$ cat src/rtl/riscv_lsu_pkg.sv
// Shared definitions for the load/store unit: access size codes and FSM states.
package riscv_lsu_pkg;

    localparam logic [2:0] LDST_B  = 3'd0;
    localparam logic [2:0] LDST_H  = 3'd1;
    localparam logic [2:0] LDST_W  = 3'd2;
    localparam logic [2:0] LDST_BU = 3'd4;
    localparam logic [2:0] LDST_HU = 3'd5;

    typedef enum logic {
        IDLE = 1'b0,
        WAIT = 1'b1
    } lsu_state_t;

endpackage

$ cat src/rtl/riscv_lsu_if.sv
// Core-side and memory-side signals of the load/store unit.
// Carries misalign_o only when LSU_MISALIGN_EN is defined.
interface riscv_lsu_if;

    logic        core_req_i;
    logic        core_we_i;
    logic [2:0]  core_size_i;
    logic [31:0] core_addr_i;
    logic [31:0] core_wd_i;
    logic [31:0] core_rd_o;
    logic        core_stall_o;
    logic        bus_err_o;
    logic        mem_req_o;
    logic        mem_we_o;
    logic [3:0]  mem_be_o;
    logic [31:0] mem_addr_o;
    logic [31:0] mem_wd_o;
    logic [31:0] mem_rd_i;
    logic        mem_ready_i;
`ifdef LSU_MISALIGN_EN
    logic        misalign_o;

    modport slave (
        input  core_req_i, core_we_i, core_size_i, core_addr_i, core_wd_i,
        input  mem_rd_i, mem_ready_i,
        output core_rd_o, core_stall_o, bus_err_o, misalign_o,
        output mem_req_o, mem_we_o, mem_be_o, mem_addr_o, mem_wd_o
    );

    modport master (
        output core_req_i, core_we_i, core_size_i, core_addr_i, core_wd_i,
        output mem_rd_i, mem_ready_i,
        input  core_rd_o, core_stall_o, bus_err_o, misalign_o,
        input  mem_req_o, mem_we_o, mem_be_o, mem_addr_o, mem_wd_o
    );
`else
    modport slave (
        input  core_req_i, core_we_i, core_size_i, core_addr_i, core_wd_i,
        input  mem_rd_i, mem_ready_i,
        output core_rd_o, core_stall_o, bus_err_o,
        output mem_req_o, mem_we_o, mem_be_o, mem_addr_o, mem_wd_o
    );

    modport master (
        output core_req_i, core_we_i, core_size_i, core_addr_i, core_wd_i,
        output mem_rd_i, mem_ready_i,
        input  core_rd_o, core_stall_o, bus_err_o,
        input  mem_req_o, mem_we_o, mem_be_o, mem_addr_o, mem_wd_o
    );
`endif

endinterface

$ cat src/rtl/riscv_lsu_lane_mux.sv
// Byte-lane steering: store byte enables / data replication and load extraction.
module lsu_lane_mux
    import riscv_lsu_pkg::*;
(
    input  logic [2:0]  size,
    input  logic [1:0]  addr_lo,
    input  logic [31:0] wd,
    input  logic [31:0] rd_word,
    output logic [3:0]  be,
    output logic [31:0] wd_rep,
    output logic [31:0] rd_ext
);

    function automatic logic [31:0] sext_b(input logic signed [7:0] v);
        return 32'(v);
    endfunction

    function automatic logic [31:0] sext_h(input logic signed [15:0] v);
        return 32'(v);
    endfunction

    logic signed [7:0]  lane_b;
    logic signed [15:0] lane_h;

    always_comb begin
        lane_b = rd_word[{addr_lo, 3'b000} +: 8];
        lane_h = addr_lo[1] ? rd_word[31:16] : rd_word[15:0];
        be     = 4'b1111;
        wd_rep = wd;
        rd_ext = rd_word;
        case (size)
            LDST_B: begin
                be     = 4'b0001 << addr_lo;
                wd_rep = {4{wd[7:0]}};
                rd_ext = sext_b(lane_b);
            end
            LDST_BU: begin
                be     = 4'b0001 << addr_lo;
                wd_rep = {4{wd[7:0]}};
                rd_ext = {24'd0, lane_b};
            end
            LDST_H: begin
                be     = addr_lo[1] ? 4'b1100 : 4'b0011;
                wd_rep = {2{wd[15:0]}};
                rd_ext = sext_h(lane_h);
            end
            LDST_HU: begin
                be     = addr_lo[1] ? 4'b1100 : 4'b0011;
                wd_rep = {2{wd[15:0]}};
                rd_ext = {16'd0, lane_h};
            end
            default: ; // W and the unused codes behave as a full word
        endcase
    end

endmodule

$ cat src/rtl/riscv_lsu.sv
// Load/store unit: request/stall FSM with watchdog between core and memory bus.
// Optional LSU_MISALIGN_EN rejects misaligned H/W accesses via misalign_o.
module riscv_lsu
    import riscv_lsu_pkg::*;
#(
    parameter int TIMEOUT = 255,
    parameter int CNT_W   = 8
) (
    input logic        clk_i,
    input logic        rst_i,
    riscv_lsu_if.slave bus
);

    localparam logic [CNT_W-1:0] TO_CNT = CNT_W'(TIMEOUT);
    localparam bit               WD_EN  = (TIMEOUT != 0);

    lsu_state_t       state, state_nxt;
    logic [CNT_W-1:0] cnt, cnt_nxt;
    logic             misal;
    logic             expire;
    logic [31:0]      rd_ext;

    lsu_lane_mux u_lane (
        .size    (bus.core_size_i),
        .addr_lo (bus.core_addr_i[1:0]),
        .wd      (bus.core_wd_i),
        .rd_word (bus.mem_rd_i),
        .be      (bus.mem_be_o),
        .wd_rep  (bus.mem_wd_o),
        .rd_ext  (rd_ext)
    );

    assign bus.mem_addr_o = {bus.core_addr_i[31:2], 2'b00};

`ifdef LSU_MISALIGN_EN
    always_comb begin
        case (bus.core_size_i)
            LDST_B, LDST_BU: misal = 1'b0;
            LDST_H, LDST_HU: misal = bus.core_addr_i[0];
            default:         misal = |bus.core_addr_i[1:0];
        endcase
    end
`else
    assign misal = 1'b0;
`endif

    assign expire = WD_EN && (cnt == TO_CNT);

    always_ff @(posedge clk_i or negedge rst_i) begin
        if (!rst_i) begin
            state <= IDLE;
            cnt   <= '0;
        end else begin
            state <= state_nxt;
            cnt   <= cnt_nxt;
        end
    end

    always_comb begin
        state_nxt = state;
        cnt_nxt   = cnt;
        case (state)
            IDLE: begin
                if (bus.core_req_i && !misal) begin
                    state_nxt = WAIT;
                    cnt_nxt   = '0;
                end
            end
            WAIT: begin
                // A dropped request (trap), completion or watchdog expiry all end the access
                if (!bus.core_req_i || bus.mem_ready_i || expire) begin
                    state_nxt = IDLE;
                end else begin
                    cnt_nxt = cnt + 1'b1;
                end
            end
            default: state_nxt = IDLE;
        endcase
    end

    always_comb begin
        bus.mem_req_o    = 1'b0;
        bus.core_stall_o = 1'b0;
        bus.bus_err_o    = 1'b0;
        bus.core_rd_o    = '0;
`ifdef LSU_MISALIGN_EN
        bus.misalign_o   = 1'b0;
`endif
        // Outputs are gated by reset so the core's PC can reset while the LSU is idle
        if (rst_i) begin
            case (state)
                IDLE: begin
                    if (bus.core_req_i) begin
                        if (misal) begin
`ifdef LSU_MISALIGN_EN
                            bus.misalign_o = 1'b1;
`endif
                        end else begin
                            bus.mem_req_o    = 1'b1;
                            bus.core_stall_o = 1'b1;
                        end
                    end
                end
                WAIT: begin
                    if (bus.core_req_i) begin
                        bus.mem_req_o = 1'b1;
                        if (bus.mem_ready_i) begin
                            bus.core_rd_o = rd_ext;
                        end else if (expire) begin
                            bus.bus_err_o = 1'b1;
                        end else begin
                            bus.core_stall_o = 1'b1;
                        end
                    end
                end
                default: ;
            endcase
        end
        bus.mem_we_o = bus.mem_req_o & bus.core_we_i;
    end

endmodule

$ cat src/flat_wrapper.sv
// flat-port wrapper written by rule: the top's interface ports become plain ports
module riscv_lsu_flat import riscv_lsu_pkg::*;
#(
    parameter int TIMEOUT = 255,
    parameter int CNT_W   = 8
)
  (clk_i, rst_i, bus_core_req_i, bus_core_we_i, bus_core_size_i, bus_core_addr_i, bus_core_wd_i, bus_mem_rd_i, bus_mem_ready_i, bus_core_rd_o, bus_core_stall_o, bus_bus_err_o, bus_mem_req_o, bus_mem_we_o, bus_mem_be_o, bus_mem_addr_o, bus_mem_wd_o);
  riscv_lsu_if bus_i ();
  input logic clk_i;
  input logic rst_i;
  input wire logic [$bits(bus_i.core_req_i)-1:0] bus_core_req_i;
  input wire logic [$bits(bus_i.core_we_i)-1:0] bus_core_we_i;
  input wire logic [$bits(bus_i.core_size_i)-1:0] bus_core_size_i;
  input wire logic [$bits(bus_i.core_addr_i)-1:0] bus_core_addr_i;
  input wire logic [$bits(bus_i.core_wd_i)-1:0] bus_core_wd_i;
  input wire logic [$bits(bus_i.mem_rd_i)-1:0] bus_mem_rd_i;
  input wire logic [$bits(bus_i.mem_ready_i)-1:0] bus_mem_ready_i;
  output wire logic [$bits(bus_i.core_rd_o)-1:0] bus_core_rd_o;
  output wire logic [$bits(bus_i.core_stall_o)-1:0] bus_core_stall_o;
  output wire logic [$bits(bus_i.bus_err_o)-1:0] bus_bus_err_o;
  output wire logic [$bits(bus_i.mem_req_o)-1:0] bus_mem_req_o;
  output wire logic [$bits(bus_i.mem_we_o)-1:0] bus_mem_we_o;
  output wire logic [$bits(bus_i.mem_be_o)-1:0] bus_mem_be_o;
  output wire logic [$bits(bus_i.mem_addr_o)-1:0] bus_mem_addr_o;
  output wire logic [$bits(bus_i.mem_wd_o)-1:0] bus_mem_wd_o;
  assign bus_i.core_req_i = bus_core_req_i;
  assign bus_i.core_we_i = bus_core_we_i;
  assign bus_i.core_size_i = bus_core_size_i;
  assign bus_i.core_addr_i = bus_core_addr_i;
  assign bus_i.core_wd_i = bus_core_wd_i;
  assign bus_i.mem_rd_i = bus_mem_rd_i;
  assign bus_i.mem_ready_i = bus_mem_ready_i;
  assign bus_core_rd_o = bus_i.core_rd_o;
  assign bus_core_stall_o = bus_i.core_stall_o;
  assign bus_bus_err_o = bus_i.bus_err_o;
  assign bus_mem_req_o = bus_i.mem_req_o;
  assign bus_mem_we_o = bus_i.mem_we_o;
  assign bus_mem_be_o = bus_i.mem_be_o;
  assign bus_mem_addr_o = bus_i.mem_addr_o;
  assign bus_mem_wd_o = bus_i.mem_wd_o;
  riscv_lsu #(.TIMEOUT(TIMEOUT), .CNT_W(CNT_W)) u_core (.clk_i(clk_i), .rst_i(rst_i), .bus(bus_i));
endmodule
$ cat config.mk
export PLATFORM = sky130hd
export DESIGN_NAME = riscv_lsu_flat
export DESIGN_NICKNAME = d
export VERILOG_FILES = /design/src/rtl/riscv_lsu_pkg.sv /design/src/rtl/riscv_lsu_if.sv /design/src/rtl/riscv_lsu_lane_mux.sv /design/src/rtl/riscv_lsu.sv /design/src/flat_wrapper.sv
export SDC_FILE = /design/constraint.sdc
export NUM_CORES = 1
export LEC_CHECK = 0
export CAP_MARGIN = 10
export CORE_UTILIZATION = 35
export DETAILED_ROUTE_END_ITERATION = 10
export GPL_TIMING_DRIVEN = 0
export PLACE_DENSITY = 0.89
export SLEW_MARGIN = 20
export SYNTH_ARGS = -nofsm -noshare
export SYNTH_HDL_FRONTEND = slang
export SYNTH_HIERARCHICAL = 1
export SYNTH_SLANG_ARGS = --single-unit
$ cat constraint.sdc
create_clock -name clk_i -period 5.2 [get_ports clk_i]
set_input_delay 1.3 -clock clk_i [delete_from_list [all_inputs] [get_ports clk_i]]
set_output_delay 1.3 -clock clk_i [all_outputs]
set_load 0.1 [all_outputs]
* Word level (Yosys, flattened, before mapping)
Cells that the tools add are included.
Widths: inputs -> output; s select.
** Word-level totals
- Memory bits (read-only) :: 0
- Register bits :: 9
- Logic and storage cells :: 46
- Input bits :: 104
- RAM bits :: 0
- Bits in latches :: 0
- Memories :: 0
** Cells by class
- Eq/ne operators :: 6
- Bitwise operators :: 2
- $add $sub $neg :: 1
- Multiply operators :: 0
- Div/mod/pow operators :: 0
- Muxes and demuxes :: 26
- Shift-type cells :: 2
- Reductions and logical operators :: 7
- $lt $le $gt $ge :: 0
** Operator list (number)
- $mux 32 :: 4
- $pmux 32 s4 :: 1
- $pmux 32 s2 :: 1
- $shiftx 32x6->8 :: 1
- $mux 16 :: 1
- $mux 8 :: 2
- $pmux 8 s2 :: 1
- $mux 1 :: 12
- $add 8x1->8 const B :: 1
- $eq 8x8->1 const B :: 1
- $pmux 4 s2 :: 1
- $eq 3x3->1 const B :: 2
- $mux 4 :: 1
- $ne 2x2->1 const B :: 2
- $pmux 1 s2 :: 2
- $reduce_or 2->1 :: 2
- $shl 1x2->4 const A :: 1
- $eq 3x1->1 const B :: 1
- $logic_not 3->1 :: 1
- $logic_or 1x1->1 :: 2
- $reduce_and 2->1 :: 1
- $and 1x1->1 :: 1
- $logic_not 1->1 :: 1
- $not 1->1 :: 1

* Longest topological paths before layout
Gate-level depths: netlist (run 1).
- Depth after elaboration :: 6
- Gate-level depth with buffers :: 6
- Depth with buffers taken out :: 5

* Hierarchy
Netlist (run 1), hierarchy kept.
** Modules (own cells, without submodules)
- lsu_lane_mux :: area an instance 1258.7 um^2, instances 1, cells each 188
- riscv_lsu :: area an instance 1061.0 um^2, instances 1, cells each 135

* Worst setup path after synthesis (run 1)
Ideal clock, no wire load.
- Path kind :: input -> output
- From :: in bus_core_size_i[0]
- To :: out bus_core_rd_o[0]
- Path buffers :: 1
- Arrival :: 4.207 ns
- Stages on the path :: 5
- Slack :: -0.307 ns
- Cell sequence :: buf_6 -> nor2b_1 -> o21bai_1 -> a221o_1 -> and2_1
** On the way
- Word-level cells in the longest chain between the ends :: 6
- Elaborated cells on any way between the ends :: 9
** Ends and longest elaborated chain
- start: declaration :: RTL line flat_wrapper.sv:13 : input wire logic [$bits(bus_i.core_size_i)-1:0] bus_core_size_i;
- $eq 3x3->1, or another cell as far along :: RTL line riscv_lsu_lane_mux.sv:31 : case (size)
- $pmux 32 s4 (*) :: RTL line riscv_lsu_lane_mux.sv:31
- via u_core.rd_ext[0] :: RTL line riscv_lsu.sv:21 : logic [31:0] rd_ext;
- $mux 32 (*) :: RTL line riscv_lsu.sv:107 : if (bus.mem_ready_i) begin
- $mux 32 (*) :: RTL line riscv_lsu.sv:105 : if (bus.core_req_i) begin
- $mux 32 (*) :: RTL line riscv_lsu.sv:91 : case (state)
- $mux 32 (*) :: RTL line riscv_lsu.sv:90 : if (rst_i) begin
- end: declaration :: RTL line flat_wrapper.sv:18 : output wire logic [$bits(bus_i.core_rd_o)-1:0] bus_core_rd_o;
Mark *: on every way through the listed nets, which the timed path passes. The rest lies on a longest branch.

* Worst setup path in the final report (run 1)
- From :: in bus_core_size_i[1]
- To :: out bus_mem_wd_o[23]
** On the way
- Word-level cells in the longest chain between the ends :: 3
- Elaborated cells on any way between the ends :: 7
** Ends and longest elaborated chain
- $eq 3x3->1, or another cell as far along :: RTL line riscv_lsu_lane_mux.sv:31
- $reduce_or 2->1 (no line)
- $pmux 32 s2 (*) :: RTL line riscv_lsu_lane_mux.sv:31
- end: declaration :: RTL line flat_wrapper.sv:25 : output wire logic [$bits(bus_i.mem_wd_o)-1:0] bus_mem_wd_o;
Mark *: on every way between the ends. The rest lies on a longest branch, timed or not.

==> results of run 1 <==
-- registers in the layout (all words and copies together) (netlist names) --
name          cells
u_core/state      1
u_core/cnt        8
-- cells by family (layout without fill, tap and decap cells) --
kind of cell    after synthesis  count (layout)  synth area share
compound gates               72              72             0.236
simple gates                142             142             0.333
other cells                   1               2           0.00162
flops                         9               9            0.0971
fa+ha+maj                     1               1           0.00539
buf+inv                      70             247             0.197
mux                          28              28             0.130
-- repair_timing --
action / CTS / global route
gates cloned: 0 / 0
resized for setup: 96 / 17
endpoints found under the setup margin: 36 / 25
hold buffers: 0 / 0
-- per-layer routing --
layer | up-vias | share of wire
met1 | 1443 | 0.39
met4 | 0 | 0.013
met5 | - | 0
li1 | 1465 | -
met2 | 143 | 0.52
met3 | 12 | 0.071
-- through the flow --
stage	worst slack, ps	cells	util
final	183	578	0.668
after global routing	123	578	0.668
after CTS	0.715	578	0.662
after detailed placement	-419	574	0.651
after global placement	-399	574	0.651
after floorplan	1.10	324	-
-- critical path, cell delays in order --
cell             delay [ps]
clkdlybuf4s50_1         600
buf_2                   260
buf_4                   220
mux2_2                  350
clkdlybuf4s50_1         980
-- how the worst max path moves through the flow --
stage	start	slack [ps]	to	cells after the start
6_report	bus_core_size_i[1]	180	bus_mem_wd_o[23]	5
5_1_grt	bus_core_size_i[1]	120	bus_core_rd_o[0]	6
4_1_cts	bus_core_size_i[1]	0.7	bus_mem_wd_o[13]	6
3_5_place_dp	rst_i	-420	bus_core_rd_o[19]	6
3_3_place_gp	rst_i	-400	bus_core_rd_o[19]	6
2_1_floorplan	rst_i	1	bus_bus_err_o	2
-- layout make-up --
cell class              instances  area share
repair buffers                173       0.422
multi-input cells             245       0.385
plain buffers                  64       0.102
flip-flops and latches          9      0.0528
well taps                      77      0.0226
clock buffers                   4      0.0106
inverters                       6     0.00528
-- layout by cell type (no fill, tap or decap), drive strengths merged, types with 2 or more instances in the layout --
| cell type | instances |
|---|---|
| mux2 | 11 |
| inv | 6 |
| o22ai | 17 |
| and2 | 35 |
| a22oi | 8 |
| dfrtp | 9 |
| conb | 2 |
| o221ai | 7 |
| dlygate4sd2 | 6 |
| and3 | 6 |
| or2 | 3 |
| nor2 | 15 |
| clkbuf | 14 |
| buf | 54 |
| or4 | 2 |
| a221o | 7 |
| clkdlybuf4s15 | 29 |
| nand2 | 44 |
| a311oi | 2 |
| nand4 | 3 |
| nor2b | 20 |
| dlymetal6s2s | 16 |
| o21ai | 14 |
| a31oi | 2 |
| a21oi | 3 |
| mux2i | 17 |
| o21bai | 4 |
| nand3 | 6 |
| clkdlybuf4s50 | 121 |
-- power groups by stage --
stage	combinational (mW)	sequential, mW	clock [mW]
2_1_floorplan	0.423	0.0907	0
4_1_cts	0.582	0.0938	0.0849
3_3_place_gp	0.577	0.0937	0
6_report	0.583	0.0943	0.0821
5_1_grt	0.605	0.0962	0.0883
3_5_place_dp	0.584	0.0948	0
==> summary.md, run 1 <==
| Metric | Value |
|---|---|
| Synth top area cells | `buf_4 (14%), dfrtp_1 (9.7%), and2_1 (9.4%), mux2i_1 (7.3%), nand2_1 (7.1%)` |
| Peak VDD IR | `roughly 0.17 mV` |
| Initial Util | `0.363` |
| Final Cycle Share | `0.965` |
| Power share of the clock group | `0.108` |
| Setup tns final | `0 ps` |
| Clk_skew | `~3.4 ps` |
| Reg-to-Reg End | `u_core/cnt[2]` |
| P_leak | `approximately 2 nW` |
| Worst Path Required | `between 3000 and 4000 ps` |
| Core Footprint | `~0.0064 mm^2` |
| Post-Syn Area | `between 0.002 and 0.0025 mm^2` |
| Setup Viol. Count Final | `0` |
| PD cells | `between 150 and 200 mW/mm^2` |
| Crit path DAT | `approximately 3700 ps` |
| Maximum fanout along the worst path | `10` |
| TritonCTS Buffers | `3` |
| CTS H-tree lvls | `1` |
| Seq cells post-synth | `9` |
| Area leader, netlist | `buf_4` |
| FF+latch area | `225 um^2` |
| Synth cell types | `52` |
| CTS root buffer | `clkbuf_8` |
| Worst Hold End | `u_core/cnt[6]` |
| Pwr Total | `0.759 mW` |
| Status | `finished, final reports clean` |
| Die Wd | `83.4 um` |
| RSZ-0062 raised after global routing | `false` |
| DIE AREA | `between 0.006 and 0.007 mm^2` |
| Fillers | `547` |
| Sw frac | `0.583` |
| Area share of the largest cell type after synthesis | `0.139` |
| Synth Flop Type | `dfrtp_1` |
| Pin slew with the least headroom to its limit | `roughly 1000 ps` |
| Hold crit path type | `flip-flop to flip-flop` |
| Post-DP HPWL | `~7300 um` |
| I/O Pins | `roughly 210` |
| Setup slack, reg-to-reg | `3510 ps` |
| Achievable frequency | `approximately 200 MHz` |
| FF-to-FF path depth | `5` |
| IO buf count | `roughly 170` |
| All-Layer GR Usage | `0.242` |
| # nets final | `a little over 600` |
| R2R Path Start | `u_core/cnt[0]` |
| Vias in the first global route | `between 2000 and 3000` |
| Asr flop ratio synth | `1.00` |
| Sequential share of the synthesized area | `0.0971` |
| Busiest grt layer | `met2` |
| Psw | `~0.44 mW` |
| Via count | `around 3100` |
| P&R area growth vs syn | `84.0%` |
| Diode count | `0` |
| Drt first-iter violations | `144` |
| GRT overflow | `0` |
| # DRC | `0` |
| Relative slew slack | `0.332` |
| Post-synth EDFFs | `0` |
| # clock sinks | `9` |
| Hold path cells | `2` |
| Final Hold Viols | `0` |
| Register share of total power | `0.124` |
| Met1 usage | `0.292` |
| Die Y | `83.4 um` |
| Cell Area, Placed | `~0.0042 mm^2` |
| Cell with the most instances after synthesis | `nand2_1` |
| Drt pass-1 iters | `4` |
| Slew Viols, Final | `0` |
| Routed Antenna Nets | `0` |
| Non-Filler Cell Area, Final | `0.00427 mm^2` |
| CTS tree | `yes` |
| Fraction of layout cells with a size suffix above 1 | `0.224` |
| Worst Hold Margin | `around 580 ps` |
| Drt total wl | `9130 um` |
| Max clock buf depth | `2` |
| Logic pwr share | `0.768` |
| Crit Path Class | `primary input to output port` |
| DR vias/cell | `5.30` |
| Int Pwr | `between 0.3 and 0.4 mW` |
| Largest net degree at the start of global routing | `12` |
| Synthesized area per cell | `~7.2 um^2` |
| GPL Wtd Cong | `approximately 0.9` |
| First-pass GRT wire length | `~14000 um` |
| DR WL/cell | `roughly 16 um` |
| Mapped Cells | `about 320` |
| Max cap viols | `0` |
| Commonest cells in the netlist | `nand2_1 (44), buf_4 (43), and2_1 (35), nor2b_1 (20)` |
| Clock transition at path regs | `~50 ps` |
| CP Capture Type | `output port` |
| Worst skew pair latency | `240 ps` |
| Post-route minimum period | `5020 ps` |
| Met2 Track Usage GR | `0.446` |
| Yosys warning total | `6` |
| Met3 GRT Util | `0.0338` |
| Hold_sp | `u_core/cnt[7]` |
| Antenna violations before repair | `0` |
| Footprint of the multi-input gates | `about 0.0016 mm^2` |
| Setup Buffers After CTS | `0` |
| Row count | `29` |
| Startpoint Class | `primary input` |
No activity file was read; power rests on OpenSTA's default activity.
==> run 2: changes to the inputs <==
==> constraint.sdc (replaced) <==
create_clock -name clk_i -period 5.2 [get_ports clk_i]
set_input_delay 1.3 -clock clk_i [delete_from_list [all_inputs] [get_ports clk_i]]
set_output_delay 1.3 -clock clk_i [all_outputs]
set_load 0.01 [all_outputs]
==> run 2 against run 1 <==
Flip-flop and latch count stayed put; count of clock-buffer cells in the layout unchanged; clock skew hardly changed; hold slack improved by 6.2 ps; setup slack gained 210 ps; via count fell by 0.36%; first-iteration DRC count increased by 19%; clock power rose by 2%; global-route usage rose by 0.084 points; core utilization decreased by 1.1 points; maximum frequency up 4.4%; cell count is the same; largest power group unchanged.
==> summary.md, run 2 (synthesized netlist as in run 1, its figures left out) <==
| Metric | Value |
|---|---|
| Drt total wl | `about 9000 um` |
| Fillers | `540` |
| Worst Hold Margin | `just under 600 ps` |
| P_leak | `1.79 nW` |
| Most frequent cells in the layout | `clkdlybuf4s50_1 (172), nand2_1 (44), buf_4 (43)` |
| Drt pass-1 iters | `5` |
| Diode count | `0` |
| Drt first-iter violations | `roughly 170` |
| Final Non-Filler Cells | `~580` |
| Setup Viol. Count Final | `0` |
| Post-DP HPWL | `7310 um` |
| Clock transition at path regs | `~50 ps` |
| Max cap viols | `0` |
| Max clock buf depth | `2` |
| Non-Filler Cell Area, Final | `approximately 0.0042 mm^2` |
| First-pass GRT wire length | `14100 um` |
| Clk_skew | `~3.9 ps` |
| Antenna violations before repair | `0` |
| # clock sinks | `9` |
| Final Cycle Share | `0.924` |
| CTS H-tree lvls | `1` |
| DR vias/cell | `approximately 5.3` |
| Final Hold Viols | `0` |
| CTS root buffer | `clkbuf_8` |
| Crit Path Class | `primary input to output port` |
| Relative slew slack | `0.546` |
| Fraction of layout cells with a size suffix above 1 | `0.162` |
| Max reg flops | `8` |
| Hold path cells | `1` |
| Startpoint Class | `primary input` |
| TritonCTS Buffers | `3` |
| Critical path origin | `bus_core_addr_i[0]` |
| CTS tree | `yes` |
| GRT overflow | `0` |
| PD cells | `around 120 mW/mm^2` |
| Hold_sp | `u_core/cnt[7]` |
| Routed Antenna Nets | `0` |
| Row count | `29` |
| Cell Area, Placed | `between 0.004 and 0.005 mm^2` |
| Inst Count DP | `between 500 and 600` |
| Post-route minimum period | `4810 ps` |
| Core Footprint | `0.00639 mm^2` |
| I/O Pins | `approximately 210` |
| Initial Util | `0.363` |
| P&R area growth vs syn | `81.0%` |
| Worst Path Required | `3900 ps` |
| Setup tns final | `0 ps` |
| DR WL/cell | `around 16 um` |
| All-Layer GR Usage | `0.242` |
| Via count | `between 3000 and 4000` |
| Slew Viols, Final | `0` |
| GPL Wtd Cong | `around 0.90` |
| CTS Hold Bufs | `0` |
| Hold crit path type | `flip-flop to flip-flop` |
| Worst skew pair latency | `roughly 240 ps` |
| Peak VDD IR | `about 0.15 mV` |
| Maximum fanout along the worst path | `8` |
| Reg with most FFs | `u_core/cnt` |
| Die Wd | `about 83 um` |
| Biggest regs | `u_core/cnt: 8 flops, u_core/state: 1 flops` |
| RSZ-0062 raised after global routing | `false` |
| Achievable frequency | `208 MHz` |
| Die Y | `~83 um` |
| R2R Path Start | `u_core/cnt[0]` |
| Pin slew with the least headroom to its limit | `about 700 ps` |
| Vias in the first global route | `2882` |
| Largest net degree at the start of global routing | `12` |
| Status | `finished, final reports clean` |
| IO buf count | `approximately 170` |
| DIE AREA | `0.00696 mm^2` |
| Crit path DAT | `approximately 3500 ps` |
| # nets final | `around 610` |
| Pwr Total | `roughly 0.50 mW` |
| # DRC | `0` |
| CP Capture Type | `output port` |
| Leading cell type in the layout, fill and taps excluded | `clkdlybuf4s50_1` |
| FF-to-FF path depth | `5` |
==> run 2: changes by cell type in the layout (fill, tap and decap cells not counted), sizes merged <==
cell	before	now
dlygate4sd2	6	0
clkdlybuf4s15	29	0
clkdlybuf4s18	1	0
dlymetal6s2s	16	1
clkdlybuf4s50	121	172
==> run 2: layout make-up <==
type / count / area (um^2) / area share
timing repair buffer: 173 / 1730 / 0.413
multi-input combinational: 245 / 1640 / 0.391
buffer: 64 / 434 / 0.103
sequential: 9 / 225 / 0.0536
tap: 77 / 96.3 / 0.0229
clock buffer: 4 / 45.0 / 0.0107
inverter: 6 / 22.5 / 0.00536
==> run 2: routing by layer <==
metal / up-vias / GRT usage / routed length [um]
met2: 183 / 0.452 / 4580
met4: 0 / 0.0724 / 227
met3: 22 / 0.0239 / 685
met5: - / 0 / 0
li1: 1469 / - / -
met1: 1378 / 0.291 / 3530
==> run 2: power by group <==
group | internal, mW | switching [mW] | leakage (nW) | total [mW]
combinational | 0.189 | 0.130 | 1.65 | 0.319
clock | 0.0537 | 0.0304 | 0.0228 | 0.0841
sequential | 0.0791 | 0.0148 | 0.120 | 0.0940
==> run 2: repair_timing <==
action,in CTS,in global routing
hold endpoints to repair,0,0
setup endpoints to repair,0,2
resized for setup,0,1
setup buffers,0,0
==> run 2: per-stage QoR <==
stage / setup WS [ps] / util
3_3_place_gp: 191 / 0.650
4_1_cts: 140 / 0.657
3_5_place_dp: 157 / 0.650
6_report: 393 / 0.658
2_1_floorplan: 1560 / -
5_1_grt: 305 / 0.658
==> run 2: path summary, 6_finish.rpt <==
check	end	slack, ps
min	u_core/cnt[7]	580
max	bus_core_rd_o[0]	390
min reg2reg	u_core/cnt[7]	580
min in group asynchronous	u_core/cnt[5]	1000
max in group asynchronous	u_core/cnt[3]	3870
max reg2reg	u_core/cnt[2]	3470
==> run 2: worst max-delay path: stages <==
cell	delay, ps
clkdlybuf4s50_1	520
nor2b_1	210
o21bai_1	550
a221o_1	240
and2_1	140
clkdlybuf4s50_1	540
